==> config.mk <==
export PLATFORM = sky130hd
export DESIGN_NAME = phase_sequencer
export DESIGN_NICKNAME = d
export VERILOG_FILES = /design/src/rtl/phase_sequencer.sv
export SDC_FILE = /design/constraint.sdc
export NUM_CORES = 1
export LEC_CHECK = 0
export CAP_MARGIN = 0
export CORE_MARGIN = 5
export CORE_UTILIZATION = 42
export DETAILED_ROUTE_END_ITERATION = 8
export GPL_TIMING_DRIVEN = 0
export PLACE_DENSITY = 0.8
export SYNTH_ARGS = -nofsm -noshare
export SYNTH_HDL_FRONTEND = slang
export SYNTH_SLANG_ARGS = --single-unit
==> constraint.sdc <==
create_clock -name clk -period 1.2 [get_ports clk]
set_input_delay 0.36 -clock clk [delete_from_list [all_inputs] [get_ports clk]]
set_output_delay 0.36 -clock clk [all_outputs]
set_load 0.03 [all_outputs]
==> src/rtl/phase_sequencer.sv <==
`default_nettype none
// ============================================================================
// Module   : phase_sequencer
// Purpose  : Multicycle phase generator for the instruction decoder/control
//            unit. It idles after reset and starts on a rising edge of run_i.
//            In RUN it cycles phase 1..5 once per instruction. It drops to
//            phase 0 and latches HALT when the control unit raises hlt_i.
// Optional : `define PHASE_STEP_EN enables single-step mode. In that mode the
//            sequencer pauses after each instruction while step_mode_i is set,
//            and each rising edge of step_i executes one more instruction.
//            When the macro is undefined, step_mode_i and step_i are ignored.
// Ports    : clk          - system clock, rising edge
//            rst          - asynchronous active-high reset
//            run_i        - start request (level, rising-edge detected)
//            step_mode_i  - single-step enable (level)
//            step_i       - step request (level, rising-edge detected)
//            hlt_i        - halt request from the control unit
//            phase_o      - 0 inactive, 1 fetch, 2 decode, 3 exec, 4 mem, 5 wb
//            running_o    - state is RUN
//            halted_o     - state is HALT
//            instr_cnt_o  - instructions completed through phase 5
// Revision : 1.0 - initial release
// ============================================================================
module phase_sequencer #(
  parameter int CNT_W = 16
) (
  input  logic             clk,
  input  logic             rst,
  input  logic             run_i,
  input  logic             step_mode_i,
  input  logic             step_i,
  input  logic             hlt_i,
  output logic [2:0]       phase_o,
  output logic             running_o,
  output logic             halted_o,
  output logic [CNT_W-1:0] instr_cnt_o
);

  typedef enum logic [1:0] {
    S_IDLE  = 2'd0,
    S_RUN   = 2'd1,
    S_HALT  = 2'd2,
    S_PAUSE = 2'd3
  } state_t;

  localparam logic [2:0]       PH_IDLE  = 3'd0;
  localparam logic [2:0]       PH_FETCH = 3'd1;
  localparam logic [2:0]       PH_WB    = 3'd5;
  localparam logic [CNT_W-1:0] CNT_ONE  = {{(CNT_W-1){1'b0}}, 1'b1};

  state_t           state_q, state_d;
  logic [2:0]       phase_q, phase_d;
  logic [CNT_W-1:0] cnt_q, cnt_d;
  logic             run_q;
  logic             step_q;
  logic             run_rise;
  logic             step_rise;

  assign run_rise  = run_i & ~run_q;
  assign step_rise = step_i & ~step_q;

`ifndef PHASE_STEP_EN
  // Step inputs remain on the port list but have no effect in this build.
  logic unused_step_inputs;
  assign unused_step_inputs = step_mode_i ^ step_rise;
`endif

  always_ff @(posedge clk or posedge rst) begin
    if (rst) begin
      state_q <= S_IDLE;
      phase_q <= PH_IDLE;
      cnt_q   <= '0;
      run_q   <= 1'b0;
      step_q  <= 1'b0;
    end else begin
      state_q <= state_d;
      phase_q <= phase_d;
      cnt_q   <= cnt_d;
      run_q   <= run_i;
      step_q  <= step_i;
    end
  end

  always_comb begin
    state_d = state_q;
    phase_d = phase_q;
    cnt_d   = cnt_q;

    case (state_q)
      S_RUN: begin
        // A halt abandons the current phase and retires nothing, including
        // in write-back. run_rise has no effect while running.
        if (hlt_i) begin
          state_d = S_HALT;
          phase_d = PH_IDLE;
        end else if (phase_q == PH_WB) begin
          cnt_d = cnt_q + CNT_ONE;
`ifdef PHASE_STEP_EN
          if (step_mode_i) begin
            state_d = S_PAUSE;
            phase_d = PH_IDLE;
          end else begin
            phase_d = PH_FETCH;
          end
`else
          phase_d = PH_FETCH;
`endif
        end else begin
          phase_d = phase_q + 3'd1;
        end
      end

      S_PAUSE: begin
`ifdef PHASE_STEP_EN
        // Leave the pause on a step pulse, on a run pulse, or when
        // step_mode is dropped (resume free-running).
        if (run_rise || step_rise || !step_mode_i) begin
          state_d = S_RUN;
          phase_d = PH_FETCH;
        end
`else
        if (run_rise) begin
          state_d = S_RUN;
          phase_d = PH_FETCH;
        end
`endif
      end

      default: begin
        // IDLE and HALT: hlt_i is ignored at phase 0; only a new run pulse
        // starts execution.
        if (run_rise) begin
          state_d = S_RUN;
          phase_d = PH_FETCH;
        end
      end
    endcase
  end

  assign phase_o     = phase_q;
  assign running_o   = (state_q == S_RUN);
  assign halted_o    = (state_q == S_HALT);
  assign instr_cnt_o = cnt_q;

endmodule
`default_nettype wire

Word-level counts from Yosys, hierarchy flattened --
Index checks and enable logic that the tools add are counted.
Operators by class: mux-type cells 7, bitwise logic cells 3, reductions and logical operators 3, $add $sub $neg 2, eq/ne operators 4
Operators with widths (number):
- 16-bit by 1-bit adder with 16-bit output, second input constant | 1
- 3-bit 2-to-1 mux | 4
- 2-bit 2-to-1 mux | 3
- 3-bit by 1-bit adder with 3-bit output, second input constant | 1
- 3-bit equality test, second input constant | 1
- 3-bit AND reduction | 1
- 2-bit by 1-bit equality test with 1-bit output, second input constant | 1
- 2-bit equality test, second input constant | 1
- 2-bit inequality test, second input constant | 1
- 1-bit NOT | 2
- 2-bit AND reduction | 1
- 2-bit nonzero test | 1
- 1-bit bitwise AND | 1
Word-level totals: bits of input ports 6, flip-flop bits (word level) 22

Longest topological paths before layout --
depth after elaboration 4, gate-level depth with buffers 5, gate-level depth less buffers 5

Worst setup path after synthesis --
OpenSTA, ideal clock, no wires.
path type flip-flop to flip-flop, start register phase_q[1] (netlist: phase_o[1]), end register cnt_q[11] (netlist: instr_cnt_o[11]), data required time 1067 ps, buffers on the path 0, arrival time 1418 ps, clock period less this slack 1551 ps, stages on the path, launching flop included 5, library setup time 133 ps, path slack -351 ps, cells stage by stage dfrtp_1 nand4b_1 nor4_4 nand3_1 xnor2_1
On the way: longest elaborated chain between the ends 2
RTL lines:
- start, declared | line 52 | logic [2:0] phase_q, phase_d;
- start signal, assigned | line 77 | phase_q <= phase_d;
- 3-bit equality test | line 96 | end else if (phase_q == PH_WB) begin
- 3-bit AND reduction (no line)
- end signal, assigned | line 78 | cnt_q <= cnt_d;
- end, declared | line 53 | logic [CNT_W-1:0] cnt_q, cnt_d;
No other way between the ends. A chain may end at the register's enable or synchronous reset.

Final worst setup path --
start register phase_q[1] (netlist: phase_o[1]), end register cnt_q[9] (netlist: instr_cnt_o[9])
Same word-level chain as after synthesis.

==> run metrics <==
status=finished with violations; failing checks=negative setup slack; syn_area_per_cell=around 12 sq um; CTS sink count=22; Worst Setup Start Kind=flip-flop; Clock Path Buffers=2; min setup slack post-route=-0.324 ns; sequential area share after synthesis=53.8%; Post-synth ARST share=100%; Starting DRT DRC Count=17; largest net degree at the start of global routing=23; Adder-Cell Fraction of Synth Area=under 10%; Post-DRT Antenna Nets=0; main combinational cell family by area after synthesis=simple AND/OR/NAND/NOR gates; Max Fclk=0.656 GHz; Detailed Place HPWL=1480 microns; GRT Total Usage=between 10% and 20%; worst min-delay path class=in -> async; CTS root buf=clkbuf_4; worst skew pair latency=slightly above 0.3 ns; commonest non-fill, non-tap cell in the layout=buf_4; Vias=908; Tightest Pin Transition=0.489 ns; max-slew headroom at the worst pin=67.3%; most area-consuming cells after synthesis=dfrtp_1, xnor2_1, xor2_1; final hold slack=0.397 ns; port bufs=24; worst setup path class=reg -> reg; Worst Path Arrival=around 1.8 ns; Row Count=17; CTS tree=done; DRT Pass-1 Iters=4; Primary FF master, synth=dfrtp_1; CP Data Required Time=1.44 ns; GRT overflow=0; xor-xnor portion of the synthesized cell area=12.8%; launch point of the worst path=phase_o[1]; Initial Util=45.0%; layout cells sized above 1=64.7%; post-synthesis compound-gate area fraction=3.06%; placed cell count=between 100 and 150; commonest cells after routing, fill and taps aside=buf_4, buf_6, dfrtp_2; Gate Count Post-Synth=slightly below 90; Max IR drop VDD=0.00148 V; Die Y=59.4 microns; max-capacitance violation count=0; unrepaired setup endpoints after global routing=true; Max Slew Vio Count=0; global placement routability congestion=about 0.72; num ports=27; Mapped Nets=between 90 and 100; Yosys cell types=28; layout filler cell count=151; Fin. Hold Viols=0; synthesis warning total=0; drt via density=5.10; DRC violations left=0; Die ar.=3520 sq um; H-Tree Depth=1; final wirelength=~2600 microns; final setup skew=0.00138 ns; reg-to-reg critical path startpoint=phase_o[1]; pwr/cell area=1400 nW/um^2; share of Yosys cell area claimed by the top area cell type=53.8%; Simple-Gate Fraction of Synth Area=25.4%; Ant. Diodes=0; proportion of synthesized area in mux cells=2.20%; FF+latch count, synth=22; Area Overhead vs Synth=73.2%; die width=59.4 microns; number of flops mapped to enable cells by yosys=0; final setup fails=39; vias in the first global route=925; core box area=2280 sq um; Worst Path Max Fanout=4; CTS Buf Count=3; leakage=0.864 nW; first-pass GRT wire length=4020 microns; # nets final=158; Final period util=127%; Syn Std Cell Area=1020 sq um; wire length per cell=14.6 microns; Clk pin slew, worst setup/hold paths=0.12 ns; Final min period=1.52 ns; dominant cell type by area after synthesis=dfrtp_1; Finished Layout Cells=roughly 180; Crit. End Element=flip-flop; initial antenna violation count=0
-- critical path: stages, from the launching register on --
cell,delay [ns]
dfrtp_2,0.44
nand4b_1,0.18
buf_6,0.14
nor4_4,0.34
buf_4,0.17
xor2_1,0.16
-- layer usage --
metal,track usage [%],up-vias,part of all wire (%)
li1,-,427,-
met1,16.4,448,37
met2,28.1,24,55
met3,4.36,9,5.7
met4,4.85,0,2.2
met5,0,-,0
-- stage by stage --
| step | setup TNS [ns] | total power [mW] | instance area [sq um] | util, % | worst slack [ns] |
|---|---|---|---|---|---|
| 2_1_floorplan | -1.57 | 1.47 | 1080 | - | -0.216 |
| 3_3_place_gp | -20.83 | 1.70 | 1360 | 59.5 | -0.760 |
| 3_5_place_dp | -22.26 | 1.72 | 1360 | 59.5 | -0.799 |
| 4_1_cts | -4.33 | 2.37 | 1660 | 72.8 | -0.311 |
| 5_1_grt | -7.20 | 2.62 | 1770 | 77.9 | -0.443 |
| 6_report | -4.94 | 2.47 | 1770 | 77.9 | -0.324 |
-- cells by family after synthesis --
family	count (synthesis)
flops	22
fa+ha+maj	1
mux	2
simple gates	39
compound gates	5
xor+xnor	15
buf+inv	4
-- synthesized netlist by cell type (2+ instances only) --
cell type,count
mux2_2,2
nand2b_1,3
nor2b_1,2
xnor2_1,10
and3_1,3
nand3_1,8
xor2_1,5
inv_1,4
nor2_1,7
dfrtp_1,22
nand2_1,5
-- area by class of cell --
class                           count  area (sq um)  area share [%]
Sequential cell                    22           567            32.0
Clock buffer                        4          36.3            2.05
Timing Repair Buffer               58           539            30.4
Tap cell                           28          35.0            1.98
Inverter                            4          21.3            1.20
Multi-Input combinational cell     62           574            32.4
-- repair_timing --
| action | 4_1_cts | 5_1_grt |
|---|---|---|
| buffers inserted | 27 | 7 |
| resized for setup | 159 | 13 |
| pin swaps | 11 | 11 |
| hold buffers | 0 | 0 |
| setup endpoints to repair | 39 | 52 |
-- worst paths after layout --
kind / endpoint / slack [ns] / cells after the start
max: instr_cnt_o[9] / -0.32 / 5
min: instr_cnt_o[11] / 0.40 / 2
max reg2reg: instr_cnt_o[9] / -0.32 / 5
min reg2reg: instr_cnt_o[13] / 0.58 / 2
max in group asynchronous: state_q[0] / 0.49 / 2
min in group clk: run_q / 0.49 / 1
-- power breakdown --
part | total (mW) | internal, mW | switching [mW]
clock network | 0.415 | 0.186 | 0.229
registers | 0.976 | 0.842 | 0.134
logic | 1.08 | 0.577 | 0.505
-- flip-flops by register name, indices dropped and copies added (netlist names) --
name,count
instr_cnt_o,16
phase_o,3
state_q,2
run_q,1
(Power assumes the default switching activity.)
